--- src/rtl/cpu_types_pkg.sv ---
// Shared types for the fetch pipeline: word type, fetch FSM states, bubble encoding
// and the word-alignment helper used on redirect targets.
package cpu_types_pkg;

    typedef logic [31:0] word_t;

    typedef enum logic [1:0] {
        FETCH  = 2'd0,
        HOLD   = 2'd1,
        HALTED = 2'd2
    } fetch_state_t;

    localparam word_t BUBBLE_INSTR = 32'h0000_0000;

    function automatic word_t align_word(input word_t addr);
        return {addr[31:2], 2'b00};
    endfunction

endpackage

--- src/rtl/pc_next_mux.sv ---
// Next-PC candidates: prioritised redirect target (branch > jr > jump, word aligned)
// and the sequential PC+4, which wraps naturally at 2^32.
module pc_next_mux
    import cpu_types_pkg::*;
(
    input  logic  val_brnch,
    input  word_t brnch_addr,
    input  logic  cuJR,
    input  word_t jr_addr,
    input  logic  cujmp,
    input  word_t jmp_addr,
    input  word_t pc,
    output logic  redirect,
    output word_t target,
    output word_t pc_plus4
);

    word_t raw_target_s;

    // Select the highest-priority redirect source.
    always_comb begin
        raw_target_s = jmp_addr;
        if (val_brnch) begin
            raw_target_s = brnch_addr;
        end else if (cuJR) begin
            raw_target_s = jr_addr;
        end else begin
            raw_target_s = jmp_addr;
        end
    end

    assign redirect = val_brnch | cuJR | cujmp;
    assign target   = align_word(raw_target_s);
    assign pc_plus4 = pc + 32'd4;

endmodule

--- src/rtl/fetch_stage.sv ---
// Instruction-fetch stage: PC, imem request, one-entry stall buffer and IF/ID latch.
// Define FETCH_STATS_EN to build the saturating fetch/flush counters.
module fetch_stage
    import cpu_types_pkg::*;
#(
    parameter word_t PC_INIT = 32'h0000_0000,
    parameter int    WORD_W  = 32
) (
    input  logic              CLK,
    input  logic              RST,
    input  logic              ihit,
    input  logic [WORD_W-1:0] imemload,
    output logic              imemREN,
    output logic [WORD_W-1:0] imemaddr,
    input  logic              ifW,
    input  logic              ifRST,
    input  logic              val_brnch,
    input  logic [WORD_W-1:0] brnch_addr,
    input  logic              cuJR,
    input  logic [WORD_W-1:0] jr_addr,
    input  logic              cujmp,
    input  logic [WORD_W-1:0] jmp_addr,
    input  logic              cuHALT,
    output logic [WORD_W-1:0] ifid_instr,
    output logic [WORD_W-1:0] ifid_npc,
    output logic              ifid_valid,
    output logic              halted,
    output logic [WORD_W-1:0] fetch_cnt,
    output logic [WORD_W-1:0] flush_cnt
);

    fetch_state_t state_r;
    word_t        pc_r;
    word_t        hold_instr_r;
    word_t        hold_pc_r;
    word_t        ifid_instr_r;
    word_t        ifid_npc_r;
    logic         ifid_valid_r;
    logic         halted_r;
    logic         imemren_r;

    logic  redirect_s;
    word_t target_s;
    word_t pc_plus4_s;
    logic  halt_s;
    logic  avail_s;
    logic  latch_en_s;
    logic  latch_valid_s;
    word_t latch_instr_s;
    word_t latch_npc_s;

    pc_next_mux u_pc_next_mux (
        .val_brnch  (val_brnch),
        .brnch_addr (brnch_addr),
        .cuJR       (cuJR),
        .jr_addr    (jr_addr),
        .cujmp      (cujmp),
        .jmp_addr   (jmp_addr),
        .pc         (pc_r),
        .redirect   (redirect_s),
        .target     (target_s),
        .pc_plus4   (pc_plus4_s)
    );

    // A halt on the wrong path (redirect) or while ID is stalled is not taken.
    assign halt_s  = cuHALT & ~redirect_s & ifW;
    assign avail_s = (state_r == HOLD) | ((state_r == FETCH) & ihit & ~redirect_s);

    // IF/ID latch next value; in HOLD the PC already sits at buffered PC+4.
    always_comb begin
        latch_en_s    = 1'b0;
        latch_valid_s = 1'b0;
        latch_instr_s = BUBBLE_INSTR;
        latch_npc_s   = 32'h0000_0000;
        if (state_r == HALTED) begin
            latch_en_s = 1'b0;
        end else if (ifRST) begin
            latch_en_s = 1'b1;
        end else if (ifW) begin
            latch_en_s = 1'b1;
            if (avail_s && !halt_s) begin
                latch_valid_s = 1'b1;
                latch_instr_s = (state_r == HOLD) ? hold_instr_r : imemload;
                latch_npc_s   = (state_r == HOLD) ? pc_r : pc_plus4_s;
            end else begin
                latch_valid_s = 1'b0;
            end
        end else begin
            latch_en_s = 1'b0;
        end
    end

    // Fetch FSM with PC, stall buffer, IF/ID latch and registered status outputs.
    always_ff @(posedge CLK) begin
        if (RST) begin
            state_r      <= FETCH;
            pc_r         <= PC_INIT;
            hold_instr_r <= BUBBLE_INSTR;
            hold_pc_r    <= 32'h0000_0000;
            ifid_instr_r <= BUBBLE_INSTR;
            ifid_npc_r   <= 32'h0000_0000;
            ifid_valid_r <= 1'b0;
            halted_r     <= 1'b0;
            imemren_r    <= 1'b1;
        end else if (state_r == HALTED) begin
            state_r <= HALTED;
        end else begin
            if (latch_en_s) begin
                ifid_instr_r <= latch_instr_s;
                ifid_npc_r   <= latch_npc_s;
                ifid_valid_r <= latch_valid_s;
            end
            if (redirect_s) begin
                pc_r      <= target_s;
                state_r   <= FETCH;
                imemren_r <= 1'b1;
            end else if (halt_s) begin
                state_r   <= HALTED;
                halted_r  <= 1'b1;
                imemren_r <= 1'b0;
            end else begin
                case (state_r)
                    FETCH: begin
                        if (ihit && !ifRST) begin
                            pc_r <= pc_plus4_s;
                            if (!ifW) begin
                                hold_instr_r <= imemload;
                                hold_pc_r    <= pc_r;
                                state_r      <= HOLD;
                                imemren_r    <= 1'b0;
                            end
                        end
                    end
                    HOLD: begin
                        // A flushed buffer is refetched from its own address.
                        if (ifRST) begin
                            pc_r      <= hold_pc_r;
                            state_r   <= FETCH;
                            imemren_r <= 1'b1;
                        end else if (ifW) begin
                            state_r   <= FETCH;
                            imemren_r <= 1'b1;
                        end
                    end
                    default: begin
                        state_r <= state_r;
                    end
                endcase
            end
        end
    end

`ifdef FETCH_STATS_EN
    word_t fetch_cnt_r;
    word_t flush_cnt_r;

    // Saturating statistics counters.
    always_ff @(posedge CLK) begin
        if (RST) begin
            fetch_cnt_r <= 32'h0000_0000;
            flush_cnt_r <= 32'h0000_0000;
        end else begin
            if (latch_en_s && latch_valid_s && (fetch_cnt_r != 32'hFFFF_FFFF)) begin
                fetch_cnt_r <= fetch_cnt_r + 32'd1;
            end
            if ((state_r != HALTED) && ifRST && (flush_cnt_r != 32'hFFFF_FFFF)) begin
                flush_cnt_r <= flush_cnt_r + 32'd1;
            end
        end
    end

    assign fetch_cnt = fetch_cnt_r;
    assign flush_cnt = flush_cnt_r;
`else
    assign fetch_cnt = 32'h0000_0000;
    assign flush_cnt = 32'h0000_0000;
`endif

    assign imemREN    = imemren_r;
    assign imemaddr   = pc_r;
    assign ifid_instr = ifid_instr_r;
    assign ifid_npc   = ifid_npc_r;
    assign ifid_valid = ifid_valid_r;
    assign halted     = halted_r;

endmodule

--- config.mk ---
export PLATFORM = sky130hd
export DESIGN_NAME = fetch_stage
export DESIGN_NICKNAME = d
export VERILOG_FILES = /design/src/rtl/cpu_types_pkg.sv /design/src/rtl/pc_next_mux.sv /design/src/rtl/fetch_stage.sv
export SDC_FILE = /design/constraint.sdc
export NUM_CORES = 1
export LEC_CHECK = 0
export CAP_MARGIN = 10
export CORE_ASPECT_RATIO = 1.25
export CORE_UTILIZATION = 30
export DETAILED_ROUTE_END_ITERATION = 16
export GPL_TIMING_DRIVEN = 0
export RECOVER_POWER = 100
export SYNTH_ARGS = -nofsm -noshare
export SYNTH_HDL_FRONTEND = slang
export SYNTH_SLANG_ARGS = --single-unit
--- constraint.sdc ---
create_clock -name CLK -period 2.25 [get_ports CLK]
set_input_delay 0.45 -clock CLK [delete_from_list [all_inputs] [get_ports CLK]]
set_output_delay 0.45 -clock CLK [all_outputs]
set_load 0.05 [all_outputs]
==> results.txt <==
The run finished, with violations left. The checks that failed: negative setup slack. The hold violation total from the final report is 0. The deepest clock path buffer count is 2. The met2 track demand over resource is between 40% and 50%.

Setup violations remaining at the end of the flow were counted as 2. The number of detailed-route iterations in the first pass is 5. The floorplan has 70 rows. During I/O placement, the number of pins put on the boundary was 300. In the routed layout, each cell is associated on average with a via count of around 5.0. The setup TNS is -0.0161 ns. The HPWL after detailed placement came out at roughly 28 mm. The final setup slack of the worst path came out at -0.0142 ns. The width of the die came out at ~160 um. The dominant cell by count in the synthesized netlist is sky130_fd_sc_hd__nand2_1. The worst slack at placement came out at -1.33 ns. The sequential share of power is between 40% and 50%.

Per report_power, the combinational group accounts for between 20% and 30% of the total. The total number of H-tree levels came out at 4. After synthesis, the largest area contributor takes up 36.9% of total cell area. The fraction of registers with async set/reset came out at 0%. After synthesis, the cell types taking the most area are sky130_fd_sc_hd__dfxtp_1 37%, sky130_fd_sc_hd__nand2_1 12%, sky130_fd_sc_hd__buf_4 5.4%, sky130_fd_sc_hd__a21oi_1 5.4%, sky130_fd_sc_hd__a22oi_1 4.4%.

The residual antenna-violating net count after detailed routing is 0. After synthesis, the most frequently instantiated cells are 292 x sky130_fd_sc_hd__nand2_1, 165 x sky130_fd_sc_hd__dfxtp_1, 97 x sky130_fd_sc_hd__a21oi_1, 84 x sky130_fd_sc_hd__nor2_1, 78 x sky130_fd_sc_hd__clkbuf_1. The tree is rooted in a sky130_fd_sc_hd__clkbuf_16.

Counting flops with a built-in enable in the synthesized netlist gives 0. The number of global-route vias before repair came to around 9000. The met3 usage came out at 4.19%. The final routed DRC violation total is 0. Of the total power, the clock network draws 37.4%. The transition at the pin with the smallest max-transition slack came out at about 0.84 ns. The leakage power came out at about 5.4 nW. The number of clock buffers inserted by TritonCTS came out at 17. At the worst endpoint, the required time is 2.64 ns. Max-cap violations in this run came to 0.

The clock latency reported for the late side of the worst-skew pair came out at about 0.44 ns. Dividing the detail-routed wire length by the instance count gives 19.3 um. The synthesized area per cell came out at roughly 7.6 sq um. The max-slew violation count is 0. The worst pin sits at a relative slew slack of 43.7%. The CTS tree is yes. For the worst setup path, the data arrival time is 2.65 ns. The area growth from synthesis to layout came out at 45.9%. The congestion estimate from routability-driven global placement came to between 0.9 and 1. The total power divided by cell area is between 500 and 600 nW/um^2. The sequential fraction of the synthesis area came out at a little under two fifths. The highest net fanout along the worst path is 10. Buffers inserted to repair hold after CTS numbered 0. The final wirelength is roughly 37 mm. Between clock sinks in the finished design, the worst skew comes to roughly 0.012 ns. The synthesized instance count came out at roughly 1200.

The synthesized netlist contains 71 unique library cells. The number of nets in the layout is ~1600. The kind of critical path is register to register. Setup repair after global routing could not meet its margin everywhere.

After synthesis the netlist holds a flip-flop and latch count of approximately 170. The Yosys step of the flow raised 0 warnings. The tightest hold path in the finished design has a slack of ~0.45 ns. The number of port buffers is around 230. The most frequently used flop master after synthesis is sky130_fd_sc_hd__dfxtp_1. The final cycle utilization of the critical path came out at 101%. The worst hold path belongs to the class register to register. The placeable core region came out at roughly 29000 sq um. The most utilized layer in the global route result is met2. Entering global routing, the biggest net connects 17 pins. The post-layout minimum cycle time is about 2.3 ns. The combined area of all synthesized cells came out at 8960 sq um. The floorplan die area came out at 30600 sq um. The switching power came out at approximately 0.0025 W. The fmax is between 400 and 500 MHz. For this configuration, the core starts out at a cell density of 30.5%. The global-route track usage on met1 is about 28%. Counting every sink on the clock net gives 165.

The number of vias in the routed layout came out at between 9000 and 10000. The largest voltage drop on the vdd net is 361 uV. The largest total area in the synthesized netlist belongs to sky130_fd_sc_hd__dfxtp_1. The global-route wire length before repair came out at around 54 mm.

The number of antenna diodes in the final layout is 0. The share of cells above drive strength 1 is 16.6%. STA classifies the critical path startpoint as a register. The global route total overflow is 0. The initial antenna violation count is 0. The die span in y is just under 200 um. STA classifies the critical path endpoint as a register. The internal power consumption is about 0.005 W. In this run switching power makes up about a third of total power.

In this run, the number of DRC markers left after iteration 0 of detailed routing was 700. Clock-pin slew was measured on the worst setup and hold paths at around 0.070 ns. The total global-route track usage came out at between 20% and 30%.
final cells by class:
cell class | count | area [sq um]
repair buffers | 251 | 2460
plain buffers | 161 | 1140
clock inverters | 14 | 116
multi-input cells | 905 | 5050
fillers | 2987 | 16300
clock buffers | 18 | 429
well taps | 396 | 495
inverters | 6 | 22.5
flip-flops and latches | 165 | 3360
placed cells by master (no fill, tap or decap), types with 11 or more instances in the layout:
| cell | Yosys | layout |
|---|---|---|
| sky130_fd_sc_hd__a21oi_1 | 97 | 97 |
| sky130_fd_sc_hd__clkbuf_16 | 0 | 18 |
| sky130_fd_sc_hd__o21ai_0 | 31 | 30 |
| sky130_fd_sc_hd__nand4_1 | 18 | 18 |
| sky130_fd_sc_hd__clkbuf_4 | 0 | 11 |
| sky130_fd_sc_hd__clkbuf_8 | 13 | 12 |
| sky130_fd_sc_hd__nand2_1 | 292 | 289 |
| sky130_fd_sc_hd__dfxtp_4 | 0 | 14 |
| sky130_fd_sc_hd__clkbuf_2 | 0 | 27 |
| sky130_fd_sc_hd__buf_4 | 65 | 84 |
| sky130_fd_sc_hd__a22o_1 | 18 | 18 |
| sky130_fd_sc_hd__dfxtp_1 | 165 | 145 |
| sky130_fd_sc_hd__o211ai_1 | 15 | 15 |
| sky130_fd_sc_hd__xor2_1 | 13 | 13 |
| sky130_fd_sc_hd__nor2_1 | 84 | 81 |
| sky130_fd_sc_hd__nand3_1 | 29 | 28 |
| sky130_fd_sc_hd__clkdlybuf4s50_1 | 0 | 138 |
| sky130_fd_sc_hd__mux2i_1 | 11 | 11 |
| sky130_fd_sc_hd__dlygate4sd3_1 | 0 | 79 |
| sky130_fd_sc_hd__clkbuf_1 | 78 | 36 |
| sky130_fd_sc_hd__a22oi_1 | 53 | 53 |
| sky130_fd_sc_hd__conb_1 | 1 | 64 |
| sky130_fd_sc_hd__nor3_1 | 22 | 19 |
| sky130_fd_sc_hd__xnor2_1 | 17 | 15 |
power by group through the flow:
stage | clock (W) | sequential [W] | combinational [W]
floorplan | 0 | 0.00328 | 0.000809
global placement | 0 | 0.00312 | 0.00157
detailed placement | 0 | 0.00313 | 0.00157
CTS | 0.00286 | 0.00308 | 0.00159
global route | 0.00297 | 0.00309 | 0.00169
finish | 0.00281 | 0.00308 | 0.00161
layer usage:
layer	up-vias	share of wire (%)	routed length, um
li1	4654	-	-
met1	4433	39	14600
met2	447	49	18200
met3	93	6.9	2540
met4	0	4.7	1730
met5	-	0	0
critical path, cell delays in order, from the launching register on:
cell and delay [ns]:
sky130_fd_sc_hd__dfxtp_4 0.36, sky130_fd_sc_hd__clkbuf_8 0.16, sky130_fd_sc_hd__nand2_2 0.21, sky130_fd_sc_hd__or3_2 0.66
sky130_fd_sc_hd__nor3_1 0.25, sky130_fd_sc_hd__xor2_1 0.39, sky130_fd_sc_hd__a22o_1 0.19
metrics by stage:
step	util (%)	instance area [sq um]	instances	power, W
after floorplan	-	9310	1249	0.00409
after global placement	41.2	12100	1872	0.00470
after detailed placement	41.2	12100	1872	0.00470
after CTS	44.2	13000	1912	0.00753
after global routing	44.5	13100	1916	0.00775
final	44.5	13100	1916	0.00750
flip-flops by register name, summed over array words and instances (netlist names):
name and cells:
hold_pc_r 32, ifid_valid 1, ifid_npc 32, hold_instr_r 32, imemaddr 32, state_r 2
ifid_instr 32, halted 1, imemREN 1
worst paths after layout:
check                startpoint  cells past startpoint            end  slack (ns)
setup / recovery    imemaddr[6]                      6   ifid_npc[16]       -0.01
hold / removal    hold_pc_r[23]                      2  hold_pc_r[23]        0.45
hold reg to reg   hold_pc_r[23]                      2  hold_pc_r[23]        0.45
setup reg to reg    imemaddr[6]                      6   ifid_npc[16]       -0.01
kinds of logic after synthesis:
logic type	after synthesis	share of synthesized area (%)
simple gates	515	25.7
compound gates	281	20.6
buf+inv	179	12.1
flops	165	36.9
xor+xnor	30	2.93
mux	14	1.61
fa+ha+maj	1	0.140
other cells	1	0.0419
what timing repair did:
item / 4_1_cts / 5_1_grt
pin swaps: 8 / 5
endpoints found under the setup margin: 171 / 76
buffers inserted: 19 / 5
cloned: 0 / 0
resized for setup: 100 / 36
Note: power is estimated with default switching activity, not from simulation.
